[src/rtl/sa_ctrl_pkg.sv]
// Shared systolic-array control types: FSM states, layer config record and
// the config legality check used by both the read and write sequencers.
package sa_ctrl_pkg;

    localparam int CH_DW_MAX = 8;

    typedef enum logic [1:0] {
        IDLE,
        RUN,
        DRAIN
    } fsm_state_t;

    typedef struct packed {
        logic [1:0]           stride;
        logic [3:0]           kernel_dim;
        logic [5:0]           infmap_rows;
        logic [CH_DW_MAX-1:0] num_ch;
    } cfg_t;

    // A pass is meaningful only with a nonzero stride, kernel and channel
    // count, and a kernel that fits inside the feature map.
    function automatic logic cfg_legal(input cfg_t cfg);
        return (cfg.stride != 2'd0) &&
               (cfg.kernel_dim != 4'd0) &&
               ({2'b00, cfg.kernel_dim} <= cfg.infmap_rows) &&
               (cfg.num_ch != '0);
    endfunction

endpackage

[src/rtl/wrap_cnt.sv]
// Generic stepping up-counter; wraps to zero when the next value would pass
// the limit, and reports the wrap so counters can be chained as carries.
module wrap_cnt #(
    parameter int W = 4
) (
    input  logic         clk,
    input  logic         rst,
    input  logic         clear,
    input  logic         inc,
    input  logic [W:0]   step,
    input  logic [W:0]   limit,
    output logic [W-1:0] count,
    output logic         wrap
);

    logic [W:0] next_val;

    // One extra bit on the sum keeps the limit compare free of overflow.
    assign next_val = {1'b0, count} + step;
    assign wrap     = inc && (next_val > limit);

    always_ff @(posedge clk or posedge rst) begin
        if (rst) begin
            count <= '0;
        end else if (clear) begin
            count <= '0;
        end else if (inc) begin
            count <= wrap ? '0 : next_val[W-1:0];
        end
    end

endmodule

[src/rtl/ofmap_rd_sched.sv]
// Read-address sequencer for ram_out: walks the stored feature map in
// sliding-window order (ry, bx, c, ky, kx), throttled by the array's ready.
module ofmap_rd_sched #(
    parameter int ADDR_DW = 5,
    parameter int CH_DW   = 4,
    parameter int ROWS    = 8
) (
    input  logic               clk,
    input  logic               rst,
    input  logic               start,
    input  logic [1:0]         cfg_stride,
    input  logic [3:0]         cfg_kernel_dim,
    input  logic [5:0]         cfg_infmap_rows,
    input  logic [CH_DW-1:0]   cfg_num_ch,
    input  logic               ready,
    output logic               RAenable,
    output logic [CH_DW-1:0]   ch_select_r,
    output logic [ADDR_DW-1:0] ram_select_r_x,
    output logic [ADDR_DW-1:0] ram_select_r_y,
    output logic [7:0]         addr_r_x,
    output logic [3:0]         addr_r_y,
    output logic               data_valid,
    output logic               win_last,
    output logic               busy,
    output logic               done,
    output logic               cfg_err
);

    import sa_ctrl_pkg::*;

    localparam int RW  = ADDR_DW + 1;
    localparam int CW1 = CH_DW + 1;

    fsm_state_t state;
    cfg_t       cfg_in;
    cfg_t       cfg_q;

    logic start_ok;
    logic issue;

    logic [5:0]    span;
    logic [RW-1:0] pos_lim;
    logic [RW-1:0] ry_step;
    logic [RW-1:0] bx_step;
    logic [4:0]    k_lim;
    logic [CW1-1:0] c_lim;

    logic [3:0]         kx;
    logic [3:0]         ky;
    logic [CH_DW-1:0]   ch;
    logic [ADDR_DW-1:0] bx;
    logic [ADDR_DW-1:0] ry;

    logic wrap_kx;
    logic wrap_ky;
    logic wrap_ch;
    logic wrap_bx;
    logic wrap_ry;

    assign cfg_in = '{
        stride:      cfg_stride,
        kernel_dim:  cfg_kernel_dim,
        infmap_rows: cfg_infmap_rows,
        num_ch:      CH_DW_MAX'(cfg_num_ch)
    };

    assign start_ok = start && (state == IDLE) && cfg_legal(cfg_in);
    assign issue    = (state == RUN) && ready;
    assign RAenable = issue;

    // Limits come from the latched cfg so a changing cfg bus mid-pass is harmless.
    assign span    = cfg_q.infmap_rows - {2'b00, cfg_q.kernel_dim};
    assign pos_lim = RW'(span);
    assign ry_step = RW'(cfg_q.stride);
    assign bx_step = RW'(cfg_q.stride) * RW'(ROWS);
    assign k_lim   = {1'b0, cfg_q.kernel_dim - 4'd1};
    assign c_lim   = CW1'(cfg_q.num_ch - 1'b1);

    wrap_cnt #(.W(4)) u_kx (
        .clk(clk), .rst(rst), .clear(start_ok), .inc(issue),
        .step(5'd1), .limit(k_lim), .count(kx), .wrap(wrap_kx)
    );

    wrap_cnt #(.W(4)) u_ky (
        .clk(clk), .rst(rst), .clear(start_ok), .inc(wrap_kx),
        .step(5'd1), .limit(k_lim), .count(ky), .wrap(wrap_ky)
    );

    wrap_cnt #(.W(CH_DW)) u_ch (
        .clk(clk), .rst(rst), .clear(start_ok), .inc(wrap_ky),
        .step(CW1'(1)), .limit(c_lim), .count(ch), .wrap(wrap_ch)
    );

    wrap_cnt #(.W(ADDR_DW)) u_bx (
        .clk(clk), .rst(rst), .clear(start_ok), .inc(wrap_ch),
        .step(bx_step), .limit(pos_lim), .count(bx), .wrap(wrap_bx)
    );

    wrap_cnt #(.W(ADDR_DW)) u_ry (
        .clk(clk), .rst(rst), .clear(start_ok), .inc(wrap_bx),
        .step(ry_step), .limit(pos_lim), .count(ry), .wrap(wrap_ry)
    );

    assign ch_select_r    = ch;
    assign ram_select_r_x = bx;
    assign ram_select_r_y = ry;
    assign addr_r_x       = {4'b0000, kx};
    assign addr_r_y       = ky;

    // data_valid/win_last trail the issue by one cycle to match the RAM read
    // latency; done is raised on the final issue so it lands with the last data.
    always_ff @(posedge clk or posedge rst) begin
        if (rst) begin
            state      <= IDLE;
            cfg_q      <= '0;
            busy       <= 1'b0;
            done       <= 1'b0;
            cfg_err    <= 1'b0;
            data_valid <= 1'b0;
            win_last   <= 1'b0;
        end else begin
            done       <= 1'b0;
            cfg_err    <= 1'b0;
            data_valid <= issue;
            win_last   <= wrap_ch;
            case (state)
                IDLE: begin
                    if (start) begin
                        if (cfg_legal(cfg_in)) begin
                            cfg_q <= cfg_in;
                            busy  <= 1'b1;
                            state <= RUN;
                        end else begin
                            cfg_err <= 1'b1;
                        end
                    end
                end
                RUN: begin
                    if (wrap_ry) begin
                        done  <= 1'b1;
                        state <= DRAIN;
                    end
                end
                DRAIN: begin
                    busy  <= 1'b0;
                    state <= IDLE;
                end
                default: begin
                    busy  <= 1'b0;
                    state <= IDLE;
                end
            endcase
        end
    end

endmodule
[config.mk]
export PLATFORM = sky130hd
export DESIGN_NAME = ofmap_rd_sched
export DESIGN_NICKNAME = d
export VERILOG_FILES = /design/src/rtl/sa_ctrl_pkg.sv /design/src/rtl/wrap_cnt.sv /design/src/rtl/ofmap_rd_sched.sv
export SDC_FILE = /design/constraint.sdc
export NUM_CORES = 1
export LEC_CHECK = 0
export ABC_AREA = 1
export CAP_MARGIN = 20
export CORE_MARGIN = 1.5
export CORE_UTILIZATION = 35
export DETAILED_ROUTE_END_ITERATION = 16
export SLEW_MARGIN = 20
export SYNTH_ARGS = -nofsm -noshare
export SYNTH_HDL_FRONTEND = slang
export SYNTH_HIERARCHICAL = 1
export SYNTH_SLANG_ARGS = --single-unit
[constraint.sdc]
create_clock -name clk -period 7.8 [get_ports clk]
set_input_delay 1.56 -clock clk [delete_from_list [all_inputs] [get_ports clk]]
set_output_delay 1.56 -clock clk [all_outputs]
set_load 0.01 [all_outputs]
==> flow_metrics.env, run 1 <==
export IMPL_max_freq_mhz=228
export IMPL_critPathMostFrequentCell="clkdlybuf4s50_1"
export IMPL_grt_ovfl_total=0
export IMPL_post_route_cells_drive_above_1_share_pct=9.69
export IMPL_die_h_um=112
export IMPL_drt_pre_antenna_iters=4
export IMPL_post_route_util_pct=43.7
export IMPL_synthArstFlopShare_pct=100
export IMPL_rsz0062_at_grt="no"
export IMPL_setup_violations=0
export IMPL_cp_data_arrival_time_ps=2840
export IMPL_syn_inst=560
export IMPL_grt_antenna_before_repair=0
export IMPL_num_vias=3540
export IMPL_grt_max_degree=24
export IMPL_leakage_uw=0.00282
export IMPL_multi_input_area_um2=2610
export IMPL_routed_via_density=4.52
export IMPL_final_common_cell="nand2_1"
export IMPL_netlist_area_um2=4120
export IMPL_fin_worst_skew_ps=5.66
export IMPL_cts_buffer_depth=2
export IMPL_synth_cell_types=28
export IMPL_synth_edf_count=0
export IMPL_critPathBufInv=3
export IMPL_criticalPathCategory="in2out"
export IMPL_cts_setup_buffers=0
export IMPL_core_um2=11500
export IMPL_layout_common_cells="nand2_1, inv_1, ha_1"
export IMPL_rows=39
export IMPL_dp_hpwl_mm=7.60
export IMPL_cts_tree="built"
export IMPL_hold_viol_final=0
export IMPL_portBuffers=47
export IMPL_slew_headroom_pct=41.6
export IMPL_hold_path_class="reg2reg"
export IMPL_synthFlopType="dfrtp_1"
export IMPL_num_io_pins=52
export IMPL_wirelength_mm=8.83
export IMPL_drc=0
export IMPL_cpLargestDelayFamily="buffers and inverters"
export IMPL_post_place_ws_ps=3140
export IMPL_place_gp_congestion=0.848
export IMPL_ctsHoldBuffers=0
export IMPL_max_vdd_ir_drop_mv=0.130
export IMPL_synth_seq_area_share_pct=27.3
export IMPL_clock_sinks=45
export IMPL_fin_tns_setup_ps=0
export IMPL_cp_max_fo=4
export IMPL_placed_area_um2=4840
export IMPL_start_util_pct=35.9
export IMPL_drtAntennaViolNets=0
export IMPL_fillers=1138
export IMPL_ys_ff_latch=45
export IMPL_grt_pass1_vias=3642
export IMPL_slew_viol_final=0
export IMPL_clk_latency_ps=280
export IMPL_layout_setup_ws_ps=3400
export IMPL_layout_min_cycle_time_ps=4400
export IMPL_slowest_delay_ps=580
export IMPL_nets=724
export IMPL_path_cells="clkdlybuf4s50_1 -> inv_1 -> nor2_1 -> clkdlybuf4s50_1"
export IMPL_cts_made_buffers=5
export IMPL_grt_usage_pct=14.9
export IMPL_path_clk_slew_ps=60
export IMPL_crit_path_start_kind="input pin"
export IMPL_worst_path_max_delay_cell="clkdlybuf4s50_1"
export IMPL_cts_root_buf="clkbuf_16"
export IMPL_post_drt_wl_per_cell_um=11.3
export IMPL_outcome="finished clean"
export IMPL_die_w_um=112
export IMPL_maxCapViolations=0
export IMPL_p_per_area_nw_per_um2=410
export IMPL_areaGrowthSynthToFinish_pct=21.6
export IMPL_post_cts_resized=0
export IMPL_drtIter0Drc=123
export IMPL_crit_path_end_kind="output pin"
export IMPL_final_area_um2=5010
export IMPL_post_route_period_util_pct=56.4
export IMPL_seq_area_um2=1130
export IMPL_yosysWarnings=6
export IMPL_antenna_cells=0
export IMPL_syn_area_per_cell_um2=7.36
export IMPL_htreeDepth=2
export IMPL_worstMarginPinSlew_ps=875
export IMPL_grt_pass1_wl_mm=15.7
export IMPL_die_area_um2=12400
export IMPL_cp_required_ps=6240
-- worst reg2reg max path, delay by kind of cell (launching register included) --
kind            cells  cell delay, ps
flops               1             390
buf+inv            11             800
compound gates      6             920
xor+xnor            1             170
fa+ha+maj           3             860
simple gates        8             880
-- report_power, final --
group	switching, uW	internal, uW	total (uW)
Clock	87.0	160	247
Combinational	818	577	1400
Sequential	86.8	325	412
Total	992	1060	2050
-- cell families (layout without fill, tap and decap cells) --
kind of cell / count (synthesis) / count (layout) / synth area share, %
AOI/OAI and AO/OA: 32 / 32 / 4.58
xor gates and xnor gates: 15 / 15 / 3.19
adders and majority gates: 65 / 65 / 20.8
buffers and inverters: 130 / 177 / 12.5
DFF: 45 / 45 / 27.3
other: 2 / 35 / 0.182
and+or+nand+nor: 271 / 271 / 31.4
-- cell type report --
type                    count  share of cell area (%)
multi-input cells         418                    52.0
flip-flops and latches     45                    22.5
well taps                 143                    3.57
inverters                 122                    9.14
clock buffers               7                    2.85
repair buffers             47                    9.39
clock inverters             1                   0.599
-- flip-flops by register name (all words and copies together) (netlist names) --
name	cells
cfg_q	16
u_bx/count	5
u_ry/count	5
u_ch/count	4
u_kx/count	4
u_ky/count	4
state	2
busy	1
cfg_err	1
data_valid	1
done	1
win_last	1
-- per-layer routing --
| metal | share of wire [%] | vias to the layer above | global-route usage [%] |
|---|---|---|---|
| li1 | - | 1875 | - |
| met1 | 45 | 1603 | 18.0 |
| met2 | 52 | 53 | 28.2 |
| met3 | 2.7 | 9 | 2.07 |
| met4 | 1.1 | 0 | 3.12 |
| met5 | 0 | - | 0 |
-- final timing paths --
path | from | endpoint | slack (ps) | cells after the start
min in group asynchronous | rst | u_ch/count[1] | 1700 | 2
worst max register to register | u_kx/count[0] | state[1] | 3720 | 29
worst min-delay path | cfg_q[8] | cfg_q[8] | 480 | 2
max in group asynchronous | rst | cfg_q[13] | 5240 | 2
worst max-delay path | ready | RAenable | 3400 | 4
worst min register to register | cfg_q[8] | cfg_q[8] | 480 | 2
-- stage by stage --
| step | power, uW | hold WS (ps) | instances |
|---|---|---|---|
| 5_1_grt | 2330 | 518 | 783 |
| 3_3_place_gp | 1760 | 460 | 775 |
| 3_5_place_dp | 1820 | 459 | 775 |
| 4_1_cts | 2080 | 491 | 783 |
| 2_1_floorplan | 1440 | 442 | 593 |
| 6_report | 2050 | 484 | 783 |
-- synthesized netlist by cell type, types with 6 or more instances --
| library cell | n | area share [%] |
|---|---|---|
| inv_2 | 8 | 0.73 |
| inv_1 | 114 | 10 |
| a21oi_1 | 19 | 2.3 |
| nand2_2 | 18 | 2.7 |
| xor2_1 | 10 | 2.1 |
| nand4_1 | 21 | 3.2 |
| nand3_1 | 39 | 4.7 |
| dfrtp_1 | 45 | 27 |
| fa_1 | 6 | 2.9 |
| nand3_2 | 12 | 2.9 |
| ha_1 | 59 | 18 |
| nand2_1 | 148 | 13 |
| nor2_1 | 21 | 1.9 |
| nor2_2 | 6 | 0.91 |
Power figures use the tool's default switching activity.
==> inputs of run 2 (changes only) <==
- clock period: 7.8 -> 4.4 ns (I/O delays scaled with it)
==> run 2 against run 1 <==
Effect of this change: first-iteration DRC count fell by 21%; flip-flop and latch count stayed put; via count grew 1.4%; worst setup slack worse by 3000 ps; highest routed layer unchanged; non-clock buffer count unchanged; register-to-register slack got worse by 3300 ps.
==> flow_metrics.env, run 2 (same netlist as run 1, synthesis figures left out) <==
export IMPL_outcome="finished clean"
export IMPL_maxCapViolations=0
export IMPL_hold_viol_final=0
export IMPL_grt_pass1_vias=3477
export IMPL_criticalPathCategory="reg2reg"
export IMPL_cts_made_buffers=5
export IMPL_htreeDepth=2
export IMPL_endpoint="done"
export IMPL_post_route_util_pct=43.6
export IMPL_antenna_cells=0
export IMPL_worstMarginPinSlew_ps=913
export IMPL_start_util_pct=35.9
export IMPL_top_regs="cfg_q x16, u_bx/count x5, u_ry/count x5"
export IMPL_crit_start="u_kx/count[0]"
export IMPL_max_vdd_ir_drop_mv=0.198
export IMPL_cp_required_ps=4620
export IMPL_r2r_end="done"
export IMPL_nets=724
export IMPL_routed_via_density=4.58
export IMPL_p_total_uw=3610
export IMPL_grt_max_degree=24
export IMPL_worst_path_max_delay_cell="dfrtp_1"
export IMPL_grt_ovfl_total=0
export IMPL_rsz0062_at_grt="no"
export IMPL_cts_setup_buffers=0
export IMPL_leakage_uw=0.00281
export IMPL_crit_path_end_kind="register"
export IMPL_rows=39
export IMPL_rr_worst_depth=29
export IMPL_final_area_um2=4990
export IMPL_die_w_um=112
export IMPL_post_route_period_util_pct=90.0
export IMPL_drt_pre_antenna_iters=4
export IMPL_slew_headroom_pct=39.0
export IMPL_grt_usage_pct=14.9
export IMPL_die_h_um=112
export IMPL_post_drt_wl_per_cell_um=11.3
export IMPL_grt_pass1_wl_mm=15.5
export IMPL_path_clk_slew_ps=70
export IMPL_clock_sinks=45
export IMPL_cp_data_arrival_time_ps=4180
export IMPL_portBuffers=47
export IMPL_clk_latency_ps=290
export IMPL_fin_tns_setup_ps=0
export IMPL_areaGrowthSynthToFinish_pct=21.2
export IMPL_max_freq_mhz=252
export IMPL_layout_common_cells="nand2_1, inv_1, ha_1"
export IMPL_cts_root_buf="clkbuf_16"
export IMPL_cts_buffer_depth=2
export IMPL_drtIter0Drc=97
export IMPL_wirelength_mm=8.89
export IMPL_drc=0
export IMPL_rrSetupSlack_ps=440
export IMPL_cts_tree="built"
export IMPL_num_io_pins=52
export IMPL_placed_area_um2=4840
export IMPL_dp_hpwl_mm=7.51
export IMPL_num_vias=3588
export IMPL_regToRegStartpoint="u_kx/count[0]"
export IMPL_slowest_delay_ps=390
export IMPL_crit_path_start_kind="register"
export IMPL_slew_viol_final=0
export IMPL_hold_path_class="reg2reg"
export IMPL_post_route_cells_drive_above_1_share_pct=10.3
export IMPL_drtAntennaViolNets=0
export IMPL_regMostFlops="cfg_q"
export IMPL_final_common_cell="nand2_1"
export IMPL_largest_register_ffs=16
export IMPL_fin_worst_skew_ps=5.31
export IMPL_cp_max_fo=6
export IMPL_layout_min_cycle_time_ps=3960
export IMPL_critPathMostFrequentCell="inv_1"
export IMPL_setup_violations=0
export IMPL_die_area_um2=12400
export IMPL_place_gp_congestion=0.830
export IMPL_core_um2=11500
export IMPL_grt_antenna_before_repair=0
export IMPL_p_per_area_nw_per_um2=722
[run 2: changes by cell type in the layout (fill, tap and decap cells not counted)]
cell and delta:
ha_2 +1, inv_1 -1, inv_2 +1, clkbuf_8 -1, inv_6 +2, ha_1 -1
a21oi_1 -1, bufinv_16 -1, clkinvlp_4 +1, clkbuf_1 -1, a21oi_2 +1
[run 2: stage by stage]
step / worst slack, ps / cells / hold WS (ps)
floorplan: 773 / 593 / 442
global placement: 573 / 775 / 460
detailed placement: 349 / 775 / 466
CTS: 309 / 783 / 483
global route: 68.9 / 783 / 507
finish: 440 / 783 / 477
[run 2: layer usage]
metal / up-vias / routed length [um] / track usage, %
li1: 1870 / - / -
met1: 1643 / 4170 / 19.2
met2: 64 / 4370 / 26.3
met3: 11 / 242 / 2.23
met4: 0 / 101 / 3.38
met5: - / 0 / 0
[run 2: layout make-up]
| class | instances | area, um^2 |
|---|---|---|
| Sequential cell | 45 | 1130 |
| Clock inverter | 3 | 25.0 |
| Inverter | 122 | 458 |
| Clock buffer | 5 | 125 |
| Multi-Input combinational cell | 418 | 2610 |
| Timing Repair Buffer | 47 | 470 |
| Fill cell | 1164 | 6470 |
| Tap cell | 143 | 179 |
[run 2: power by group]
part	switching [uW]	internal (uW)	total [uW]
clock network	172	215	386
registers	153	576	729
logic	1460	1030	2490
total	1780	1820	3610
[run 2: what timing repair did]
item / in CTS / in global routing
gates resized for setup: 0 / 3
setup endpoints to repair: 0 / 2
hold buffers: 0 / 0
[run 2: worst max-delay path, delay by kind of cell (launching register included)]
kind	cells	cell delay, ps
and+or+nand+nor	8	870
adders and majority gates	3	850
buffers and inverters	11	760
AOI/OAI and AO/OA	6	850
xor gates and xnor gates	1	170
DFF	1	390
[run 2: how the worst min path moves through the flow]
stage | to | depth (start not counted) | startpoint
global route | cfg_q[12] | 2 | cfg_q[12]
detailed placement | cfg_q[1] | 2 | cfg_q[1]
floorplan | cfg_q[0] | 2 | cfg_q[0]
global placement | cfg_q[17] | 2 | cfg_q[17]
CTS | cfg_q[1] | 2 | cfg_q[1]
finish | cfg_q[1] | 2 | cfg_q[1]
